--- src/rtl/controller_poll_sequencer_pkg.sv ---
// Shared types and constants for the controller poll sequencer.
package controller_poll_pkg;

  localparam int CONTROLLER_BUTTONS_W = 8;
  localparam int DEFAULT_LATCH_CYCLES = 12;
  localparam int DEFAULT_HALF_CYCLES  = 6;

  typedef enum logic [2:0] {
    ST_IDLE,
    ST_LATCH,
    ST_LOW,
    ST_HIGH,
    ST_COMMIT
  } poll_state_e;

  // Phase counter width: enough for the longer of the two phases, never zero.
  function automatic int phase_cnt_w(input int a, input int b);
    int m;
    int w;
    m = (a > b) ? a : b;
    w = $clog2(m);
    return (w < 1) ? 1 : w;
  endfunction

endpackage

--- src/rtl/controller_poll_sequencer_capture.sv ---
// Per-controller capture: shift register, optional debounce compare, output register.
// Optional feature macro: CONTROLLER_POLL_DEBOUNCE_EN.
module controller_capture_m
  import controller_poll_pkg::*;
(
  input  logic                            clk_i,
  input  logic                            rst_i,
  input  logic                            sample_i,
  input  logic                            commit_i,
  input  logic                            data_in_B_i,
  output logic [CONTROLLER_BUTTONS_W-1:0] buttons_o
);

  logic [CONTROLLER_BUTTONS_W-1:0] shift_q, shift_d;
  logic [CONTROLLER_BUTTONS_W-1:0] out_q, out_d;
`ifdef CONTROLLER_POLL_DEBOUNCE_EN
  logic [CONTROLLER_BUTTONS_W-1:0] prev_q, prev_d;
`endif

  always_comb begin
    shift_d = shift_q;
    out_d   = out_q;
`ifdef CONTROLLER_POLL_DEBOUNCE_EN
    prev_d  = prev_q;
`endif
    if (sample_i) begin
      shift_d = {shift_q[CONTROLLER_BUTTONS_W-2:0], data_in_B_i};
    end
    if (commit_i) begin
`ifdef CONTROLLER_POLL_DEBOUNCE_EN
      // Raw samples are compared, so two identical polls are needed to move the output.
      if (shift_q == prev_q) begin
        out_d = ~shift_q;
      end
      prev_d = shift_q;
`else
      out_d = ~shift_q;
`endif
    end
  end

  always_ff @(posedge clk_i or posedge rst_i) begin
    if (rst_i) begin
      shift_q <= '0;
      out_q   <= '0;
`ifdef CONTROLLER_POLL_DEBOUNCE_EN
      prev_q  <= '0;
`endif
    end else begin
      shift_q <= shift_d;
      out_q   <= out_d;
`ifdef CONTROLLER_POLL_DEBOUNCE_EN
      prev_q  <= prev_d;
`endif
    end
  end

  assign buttons_o = out_q;

endmodule

--- src/rtl/controller_poll_sequencer.sv ---
// Latches and clocks two serial game controllers and publishes their button state.
// Optional feature macro: CONTROLLER_POLL_DEBOUNCE_EN (handled in controller_capture_m).
module controller_poll_sequencer
  import controller_poll_pkg::*;
#(
  parameter int LATCH_CYCLES = DEFAULT_LATCH_CYCLES,
  parameter int HALF_CYCLES  = DEFAULT_HALF_CYCLES
) (
  input  logic                            clk_1,
  input  logic                            rst,
  input  logic                            start,
  input  logic                            controller_1_data_in_B,
  input  logic                            controller_2_data_in_B,
  output logic                            controller_clk,
  output logic                            controller_latch,
  output logic [CONTROLLER_BUTTONS_W-1:0] controller_1_buttons_out,
  output logic [CONTROLLER_BUTTONS_W-1:0] controller_2_buttons_out,
  output logic                            busy,
  output logic                            done
);

  localparam int PW = phase_cnt_w(LATCH_CYCLES, HALF_CYCLES);
  localparam logic [PW-1:0] LATCH_LOAD = PW'(LATCH_CYCLES - 1);
  localparam logic [PW-1:0] HALF_LOAD  = PW'(HALF_CYCLES - 1);

  poll_state_e   state_q, state_d;
  logic [PW-1:0] phase_q, phase_d;
  logic [2:0]    bit_q, bit_d;
  logic          latch_q, latch_d;
  logic          cclk_q, cclk_d;
  logic          busy_q, busy_d;
  logic          done_q, done_d;
  logic          sample;
  logic          commit;

  always_comb begin
    state_d = state_q;
    phase_d = phase_q;
    bit_d   = bit_q;
    sample  = 1'b0;
    commit  = 1'b0;
    case (state_q)
      ST_IDLE: begin
        if (start) begin
          state_d = ST_LATCH;
          phase_d = LATCH_LOAD;
          bit_d   = '0;
        end
      end
      ST_LATCH: begin
        if (phase_q == '0) begin
          state_d = ST_LOW;
          phase_d = HALF_LOAD;
        end else begin
          phase_d = phase_q - 1'b1;
        end
      end
      ST_LOW: begin
        if (phase_q == '0) begin
          sample  = 1'b1;
          state_d = ST_HIGH;
          phase_d = HALF_LOAD;
        end else begin
          phase_d = phase_q - 1'b1;
        end
      end
      ST_HIGH: begin
        if (phase_q == '0) begin
          phase_d = HALF_LOAD;
          if (bit_q == 3'd7) begin
            state_d = ST_COMMIT;
          end else begin
            bit_d   = bit_q + 3'd1;
            state_d = ST_LOW;
          end
        end else begin
          phase_d = phase_q - 1'b1;
        end
      end
      ST_COMMIT: begin
        commit  = 1'b1;
        state_d = ST_IDLE;
      end
      default: state_d = ST_IDLE;
    endcase

    // Outputs are registered from the next state so they line up with it.
    latch_d = (state_d == ST_LATCH);
    cclk_d  = (state_d == ST_HIGH);
    busy_d  = (state_d != ST_IDLE);
    done_d  = (state_q == ST_COMMIT);
  end

  always_ff @(posedge clk_1 or posedge rst) begin
    if (rst) begin
      state_q <= ST_IDLE;
      phase_q <= '0;
      bit_q   <= '0;
      latch_q <= 1'b0;
      cclk_q  <= 1'b0;
      busy_q  <= 1'b0;
      done_q  <= 1'b0;
    end else begin
      state_q <= state_d;
      phase_q <= phase_d;
      bit_q   <= bit_d;
      latch_q <= latch_d;
      cclk_q  <= cclk_d;
      busy_q  <= busy_d;
      done_q  <= done_d;
    end
  end

  controller_capture_m u_cap1 (
    .clk_i       (clk_1),
    .rst_i       (rst),
    .sample_i    (sample),
    .commit_i    (commit),
    .data_in_B_i (controller_1_data_in_B),
    .buttons_o   (controller_1_buttons_out)
  );

  controller_capture_m u_cap2 (
    .clk_i       (clk_1),
    .rst_i       (rst),
    .sample_i    (sample),
    .commit_i    (commit),
    .data_in_B_i (controller_2_data_in_B),
    .buttons_o   (controller_2_buttons_out)
  );

  assign controller_latch = latch_q;
  assign controller_clk   = cclk_q;
  assign busy             = busy_q;
  assign done             = done_q;

endmodule

--- config.mk ---
export PLATFORM = sky130hd
export DESIGN_NAME = controller_poll_sequencer
export DESIGN_NICKNAME = d
export VERILOG_FILES = /design/src/rtl/controller_poll_sequencer_pkg.sv /design/src/rtl/controller_poll_sequencer_capture.sv /design/src/rtl/controller_poll_sequencer.sv
export SDC_FILE = /design/constraint.sdc
export NUM_CORES = 1
export LEC_CHECK = 0
export CAP_MARGIN = 25
export CORE_MARGIN = 5
export CORE_UTILIZATION = 50
export CTS_BUF_LIST = sky130_fd_sc_hd__clkbuf_4 sky130_fd_sc_hd__clkbuf_8
export DETAILED_ROUTE_END_ITERATION = 6
export PLACE_DENSITY = 0.76
export SYNTH_ARGS = -nofsm -noshare
export SYNTH_HDL_FRONTEND = slang
export SYNTH_SLANG_ARGS = --single-unit
--- constraint.sdc ---
create_clock -name clk_1 -period 1.82 [get_ports clk_1]
set_input_delay 0.182 -clock clk_1 [delete_from_list [all_inputs] [get_ports clk_1]]
set_output_delay 0.182 -clock clk_1 [all_outputs]
set_load 0.01 [all_outputs]
# [After elaboration in Yosys (flattened, before gate mapping)]
# Index checks and enable logic that the tools add are counted.
[totals] input_bits=5 ff_bits=46 word_cells=49 out_inout_bits=20
[op_classes] reduce_logical=8 eq_ne=10 add_sub_neg=2 mux=16 bitwise_logic=2
[ops] operator="$mux 3" count=8
[ops] operator="$not 8->8" count=2
[ops] operator="$pmux 3 s4" count=1
[ops] operator="$eq 3x2->1 const B" count=3
[ops] operator="$mux 4" count=2
[ops] operator="$pmux 4 s2" count=1
[ops] operator="$eq 3x1->1 const B" count=2
[ops] operator="$eq 3x3->1 const B" count=2
[ops] operator="$ne 2x2->1 const B" count=3
[ops] operator="$pmux 3 s2" count=1
[ops] operator="$logic_not 4->1" count=1
[ops] operator="$reduce_and 4->1" count=1
[ops] operator="$reduce_bool 2->1" count=2
[ops] operator="$sub 4x1->4 const B" count=1
[ops] operator="$add 3x1->3 const B" count=1
[ops] operator="$logic_not 3->1" count=1
[ops] operator="$mux 1" count=3
[ops] operator="$reduce_bool 3->1" count=1
[ops] operator="$reduce_or 3->1" count=1
[ops] operator="$reduce_and 2->1" count=1

# [Logic depth before layout (Yosys ltp)]
# Gate-level depths: netlist of run 1.
[depth] ltp_word=5 ltp_mapped=6 depth_no_buf=5

# [Hierarchy]
# From an unflattened synthesis of run 1, not the netlist that was laid out.
[hier_totals] cells_unflattened=144 hier_area_um2=1975.6
[modules_own_cells] module="controller_capture_m" instances=2 area_per_inst_um2=638.1 seq_area_each_um2=400.4 cells_per_inst=43
[modules_own_cells] module="controller_poll_sequencer" instances=1 area_per_inst_um2=699.4 seq_area_each_um2=350.3 cells_per_inst=58

# [Worst setup path after synthesis of run 1]
# Ideal clock, no wire load.
[synth_timing] kind="reg2reg" from="register phase_q[0]" to="register u_cap1.shift_q[7]" setup_slack_ns=0.124 path_stages_with_launch=6 arrival_ns=1.571 synth_period_minus_slack_ns=1.696 required_ns=1.695 path_buffers=2 setup_time_ns=0.125 path_cell_list="dfrtp_1 -> buf_6 -> nor4_4 -> nand3_4 -> buf_6 -> mux2_4"
[synth_via] elab_chain_len=3
[synth_lines] element="start: declaration" line_no="controller_poll_sequencer.sv:27" source="logic [PW-1:0] phase_q, phase_d;"
[synth_lines] element="start signal: assignment" line_no="controller_poll_sequencer.sv:105" source="phase_q <= phase_d;"
[synth_lines] element="$logic_not 4->1" line_no="controller_poll_sequencer.sv:59" source="if (phase_q == '0) begin"
[synth_lines] element="$mux 1" line_no="controller_poll_sequencer.sv:59"
[synth_lines] element="$mux 1" line_no="controller_poll_sequencer.sv:42" source="case (state_q)"
[synth_lines] element="end signal: assignment" line_no="controller_poll_sequencer_capture.sv:50" source="shift_q <= shift_d;"
[synth_lines] element="end: declaration" line_no="controller_poll_sequencer_capture.sv:14" source="logic [CONTROLLER_BUTTONS_W-1:0] shift_q, shift_d;"
# No other way between the ends.
# A chain may end at the register's enable or synchronous reset.

# [Worst setup path in the final report of run 1]
[layout_timing] from="register state_q[0]" to="register u_cap1.out_q[3], in the netlist u_cap1.buttons_o[3]"
[layout_via] elab_chain_len=2
[layout_lines] element="start: declaration" line_no="controller_poll_sequencer.sv:26" source="poll_state_e state_q, state_d;"
[layout_lines] element="start signal: assignment" line_no="controller_poll_sequencer.sv:104" source="state_q <= state_d;"
[layout_lines] element="$eq 3x3->1" line_no="controller_poll_sequencer.sv:42"
[layout_lines] element="$mux 1" line_no="controller_poll_sequencer.sv:42"
[layout_lines] element="end signal: assignment" line_no="controller_poll_sequencer_capture.sv:51" source="out_q <= out_d;"
[layout_lines] element="end: declaration" line_no="controller_poll_sequencer_capture.sv:15" source="logic [CONTROLLER_BUTTONS_W-1:0] out_q, out_d;"
# No other way between the ends.

==> results of run 1 <==
## where the power goes
group          internal [W]  switching (W)  leakage [nW]
Sequential          0.00124       0.000197         0.606
Combinational      0.000451       0.000392         0.449
Clock              0.000425       0.000339        0.0548
## placed cells by master (no fill, tap or decap), types with 4 or more instances in the layout
cell	synthesis	layout
clkdlybuf4s50_1	0	24
o21ai_0	19	19
nand2_1	19	19
inv_1	5	4
nor3_1	5	5
mux2_4	9	9
mux2_2	8	8
dfrtp_1	46	46
clkbuf_8	0	5
buf_4	0	6
## metrics by stage
stage                     hold slack (ns)  area [µm²]  TNS (ns)  setup slack, ns
after CTS                           0.206        2330         0            0.109
after global placement              0.455        2210         0           0.0311
after global routing                0.230        2330         0           0.0439
final                               0.190        2330         0            0.121
after floorplan                     0.331        1900         0            0.124
after detailed placement            0.465        2210    -0.130          -0.0571
## cell usage after synthesis, types with 2 or more instances
| cell | count |
|---|---|
| dfrtp_1 | 46 |
| nand2_1 | 19 |
| o21ai_0 | 19 |
| mux2_4 | 9 |
| mux2_2 | 8 |
| inv_1 | 5 |
| nor3_1 | 5 |
| clkbuf_1 | 4 |
| buf_2 | 3 |
| nor2_1 | 3 |
| o211a_1 | 3 |
| o41ai_1 | 3 |
| a221o_1 | 2 |
| buf_6 | 2 |
| ha_1 | 2 |
| or4_1 | 2 |
## critical path, stage by stage, from the launching register on
cell	delay [ns]
dfrtp_1	0.40
buf_4	0.16
or3b_2	0.73
nand2_1	0.17
o21ai_0	0.10
## kinds of logic (layout without fill, tap and decap cells)
family          after synthesis  count (layout)  synth area share
mux                          17              17             0.119
simple gates                 36              36             0.105
compound gates               33              33             0.120
buf+inv                      14              44            0.0375
fa+ha+maj                     2               2            0.0132
flops                        46              46             0.606
## layer usage
layer | global-route usage | vias to the layer above
li1 | - | 587
met3 | 0.0365 | 7
met2 | 0.207 | 26
met5 | 0 | -
met1 | 0.171 | 572
met4 | 0.0772 | 0
## worst min-delay path by stage
stage / start / endpoint / slack [ns]
final: rst / u_cap2.buttons_o[1] / 0.19
after global routing: rst / u_cap2.shift_q[0] / 0.23
after detailed placement: u_cap1.shift_q[7] / u_cap1.buttons_o[7] / 0.46
after floorplan: controller_2_data_in_B / u_cap2.shift_q[0] / 0.33
after CTS: rst / u_cap2.buttons_o[1] / 0.21
after global placement: u_cap2.shift_q[7] / u_cap2.buttons_o[7] / 0.45
## area by class of cell
cell class,count,share of cell area
flip-flops and latches,46,0.495
clock buffers,6,0.0328
clock inverters,2,0.0161
well taps,48,0.0258
repair buffers,31,0.131
multi-input cells,88,0.291
inverters,5,0.00806
## state kept, by name (all words and copies together) (netlist names)
| name | cells |
|---|---|
| u_cap2.buttons_o | 8 |
| bit_q | 3 |
| busy | 1 |
| u_cap1.shift_q | 8 |
| phase_q | 4 |
| u_cap2.shift_q | 8 |
| controller_latch | 1 |
| u_cap1.buttons_o | 8 |
| state_q | 3 |
| controller_clk | 1 |
| done | 1 |
==> results_dict.tcl, run 1 <==
set metrics [dict create \
    grt.overflow.total 0 \
    fin_cells 226 \
    vias 1192 \
    gp_congestion 0.804 \
    synth_top_area_frac 0.606 \
    syn_avg_cell_area_um2 12.8 \
    cts_resized 0 \
    cp-start-kind "register" \
    r2r_slack_ns 0.12 \
    yosys.area.top_type "dfrtp_1" \
    fin_util 0.636 \
    nets 184 \
    syn_inst 148 \
    ys_ff_latch 46 \
    finalHoldViolations 0 \
    drt_wl_total_um 3110 \
    startpoint "state_q[0]" \
    wl_met3_um 149 \
    yosysUniqueCellTypes 29 \
    clockBufferDepth 2 \
    p_total_w 0.00304 \
    cts_made_buffers 5 \
    post_cts_buffers 0 \
    r2r-end "u_cap1.buttons_o[3]" \
    yosysWarnings 0 \
    htreeDepth 2 \
    viasPerCell 5.27 \
    synth-edff-count 0 \
    arrival_ns 1.85 \
    synth_nets 155 \
    min_period_ns 1.70 \
    core-area_um2 3660 \
    critical_path_class "register to register" \
    antenna_found_initial 0 \
    dieArea_um2 5130 \
    area_growth_pct 22.4 \
    hold_buffers 0 \
    p_leak_nw 1.11 \
    rsz0062_at_grt "no" \
    grt_pass1_vias 1200 \
    route.detailed.drc 0 \
    hp-class "primary input to asynchronous set/reset pin" \
    timing.rr.start "state_q[0]" \
    drv_cap 0 \
    synth.top_cells.by_area "dfrtp_1 61%, mux2_4 7.1%, o21ai_0 5.0%" \
    rr_worst_depth 4 \
    grt_pass1_wl_um 5400 \
    fin_crit_sh 0.934 \
    m1WireLength_um 1410 \
    dp_hpwl_um 2190 \
    max_slew_margin 0.575 \
    multiInputGateArea_um2 678 \
    start_util 0.519 \
    critPathCapture "u_cap1.buttons_o[3]" \
    skew_ns 0.00850 \
    drive_gt1_frac 0.202 \
    cts_tree "yes" \
    drtIter0Drc 61 \
    ant_nets 0 \
    synth-async-reset-ratio 1.00 \
    antenna_cells 0 \
    power.density_nw_per_um2 1310 \
    yosysSeqAreaShare 0.606 \
    grt_use_total 0.135 \
    portBuffers 24 \
    wl_per_cell_um 13.7 \
    outcome "completed" \
    cp.required_ns 1.97 \
    worst_slew_pin_slew_ns 0.633 \
    cts_root_buffer "clkbuf_8" \
    synthesis.area_um2 1900 \
    critPathCaptureType "register" \
    route.met2.wl_um 1480 \
    clock_latency_ns 0.30 \
    slew_violations 0 \
    ys.flop_type "dfrtp_1" \
    crit_fanout 33 \
    cts.reportedPaths.clkPinSlew_ns 0.09 \
    grt_max_degree 34 \
    cts_sinks 46 \
    regArea_um2 1150 \
    drt_first_pass_iters 4 \
    fp.dieH_um 71.7 \
    numPlacedInstances 218 \
    fill_cells 278 \
    die_w_um 71.7 \
    fmax_ghz 0.589 \
    vdd_drop_max_mv 0.723 \
    highest_layer "met4" \
    setup_viol 0 \
    rows 22 \
    design.portCount 25 \
]
(Power assumes the default switching activity.)
==> run 2, diff against run 1 <==
--- a/config.mk
+++ b/config.mk
@@ -6,11 +6,13 @@
 export NUM_CORES = 1
 export LEC_CHECK = 0
 export CAP_MARGIN = 25
+export CELL_PAD_IN_SITES_DETAIL_PLACEMENT = 0
+export CELL_PAD_IN_SITES_GLOBAL_PLACEMENT = 2
 export CORE_MARGIN = 5
-export CORE_UTILIZATION = 50
+export CORE_UTILIZATION = 35
 export CTS_BUF_LIST = sky130_fd_sc_hd__clkbuf_4 sky130_fd_sc_hd__clkbuf_8
 export DETAILED_ROUTE_END_ITERATION = 6
-export PLACE_DENSITY = 0.76
+export PLACE_DENSITY_LB_ADDON = 0.1
 export SYNTH_ARGS = -nofsm -noshare
 export SYNTH_HDL_FRONTEND = slang
 export SYNTH_SLANG_ARGS = --single-unit
==> results_dict.tcl, run 2 (synthesis gave the netlist of run 1 again) <==
set metrics [dict create \
    clockBufferDepth 2 \
    area_growth_pct 22.7 \
    vdd_drop_max_mv 0.491 \
    antenna_found_initial 0 \
    rows 26 \
    p_int_w 0.00210 \
    fmax_ghz 0.579 \
    p_seq_frac 0.484 \
    cts_root_buffer "clkbuf_8" \
    gp_congestion 0.741 \
    dp_hpwl_um 2370 \
    portBuffers 24 \
    drtIter0Drc 46 \
    cp.required_ns 2.05 \
    r2r_slack_ns 0.09 \
    skew_ns 0.00940 \
    hp-class "primary input to asynchronous set/reset pin" \
    wl_per_cell_um 13.6 \
    cts_sinks 46 \
    antenna_cells 0 \
    path_buf_inv 0 \
    critical_path_class "register to register" \
    clock_latency_ns 0.29 \
    r2r-end "bit_q[2]" \
    max_stage_delay_ns 0.70 \
    htreeDepth 2 \
    route.detailed.drc 0 \
    crit_fanout 8 \
    grt.overflow.total 0 \
    start_util 0.365 \
    p_leak_nw 1.10 \
    critPathCaptureType "register" \
    p_switching_w 0.000926 \
    grt_use_total 0.104 \
    cts.reportedPaths.clkPinSlew_ns 0.08 \
    layout_commonest_cell "dfrtp_1" \
    die_w_um 83.7 \
    grt_max_degree 34 \
    worstPathCellList "or4b_1 > a211oi_4 > a221o_1" \
    numPlacedInstances 237 \
    rr_worst_depth 3 \
    path_delay_family "simple AND/OR/NAND/NOR gates" \
    min_period_ns 1.73 \
    power.density_nw_per_um2 1300 \
    cts_resized 0 \
    grt_pass1_wl_um 5890 \
    cts_made_buffers 5 \
    layout_common_cells "46 x dfrtp_1, 24 x clkdlybuf4s50_1, 19 x nand2_1, 19 x o21ai_0, 9 x mux2_4" \
    fin_crit_sh 0.949 \
    whs_ns 0.217 \
    switching_share 0.306 \
    core-area_um2 5200 \
    drt_wl_total_um 3340 \
    fp.dieH_um 83.7 \
    fin_cells 245 \
    arrival_ns 1.96 \
    setup_viol 0 \
    drt_first_pass_iters 3 \
    pwr-share-comb 0.265 \
    nets 181 \
    ant_nets 0 \
    clkPwrFrac 0.251 \
    vias 1179 \
    cp-start-kind "register" \
    drive_gt1_frac 0.194 \
    timing.rr.start "state_q[2]" \
    place_area_um2 2220 \
    cts_tree "yes" \
    rsz0062_at_grt "no" \
    dieArea_um2 7000 \
    viasPerCell 4.81 \
    stdcell_area_um2 2330 \
    design.portCount 25 \
    drv_cap 0 \
    max_slew_margin 0.632 \
    worst_slew_pin_slew_ns 0.552 \
    slowest_stage "or4b_1" \
    finalHoldViolations 0 \
    grt_pass1_vias 1225 \
    outcome "completed" \
    slew_violations 0 \
    post_cts_buffers 0 \
    hold_buffers 0 \
]
[run 2: routing by layer]
layer  wire length, µm  vias up  global-route usage  part of all wire
li1                  -      576                   -                 -
met1              1470      584               0.124              0.44
met2              1700       17               0.173              0.51
met3               137        2              0.0355             0.041
met4                25        0              0.0395            0.0075
met5                 0        -                   0                 0
[run 2: power by group through the flow]
stage | Sequential [W] | Clock, W | Combinational [W]
detailed placement | 0.00148 | 0 | 0.000821
floorplan | 0.00139 | 0 | 0.000699
CTS | 0.00147 | 0.000783 | 0.000821
global route | 0.00150 | 0.000809 | 0.000902
global placement | 0.00147 | 0 | 0.000786
finish | 0.00146 | 0.000759 | 0.000801
[run 2: how the worst max path moves through the flow]
stage                    start                 to  cells after the start
global route        state_q[0]           bit_q[2]                      3
global placement         start           bit_q[0]                      4
detailed placement       start           bit_q[1]                      4
floorplan           phase_q[0]  u_cap1.shift_q[7]                      5
finish              state_q[2]           bit_q[2]                      3
CTS                 state_q[2]           bit_q[0]                      3
[run 2: stage by stage]
stage                     setup TNS (ns)  total power [W]  setup slack (ns)   util
final                                  0          0.00302            0.0923  0.448
after global routing                   0          0.00321            0.0252  0.448
after CTS                              0          0.00307            0.0974  0.448
after detailed placement          -0.123          0.00231           -0.0438  0.426
after global placement           -0.0115          0.00225          -0.00934  0.426
after floorplan                        0          0.00209             0.124      -
[run 2: cell type report]
cell class / instances / area, µm²
clock inverters: 2 / 37.5
clock buffers: 6 / 76.3
repair buffers: 28 / 283
multi-input cells: 88 / 678
inverters: 5 / 18.8
flip-flops and latches: 46 / 1150
fillers: 493 / 2870
well taps: 70 / 87.6
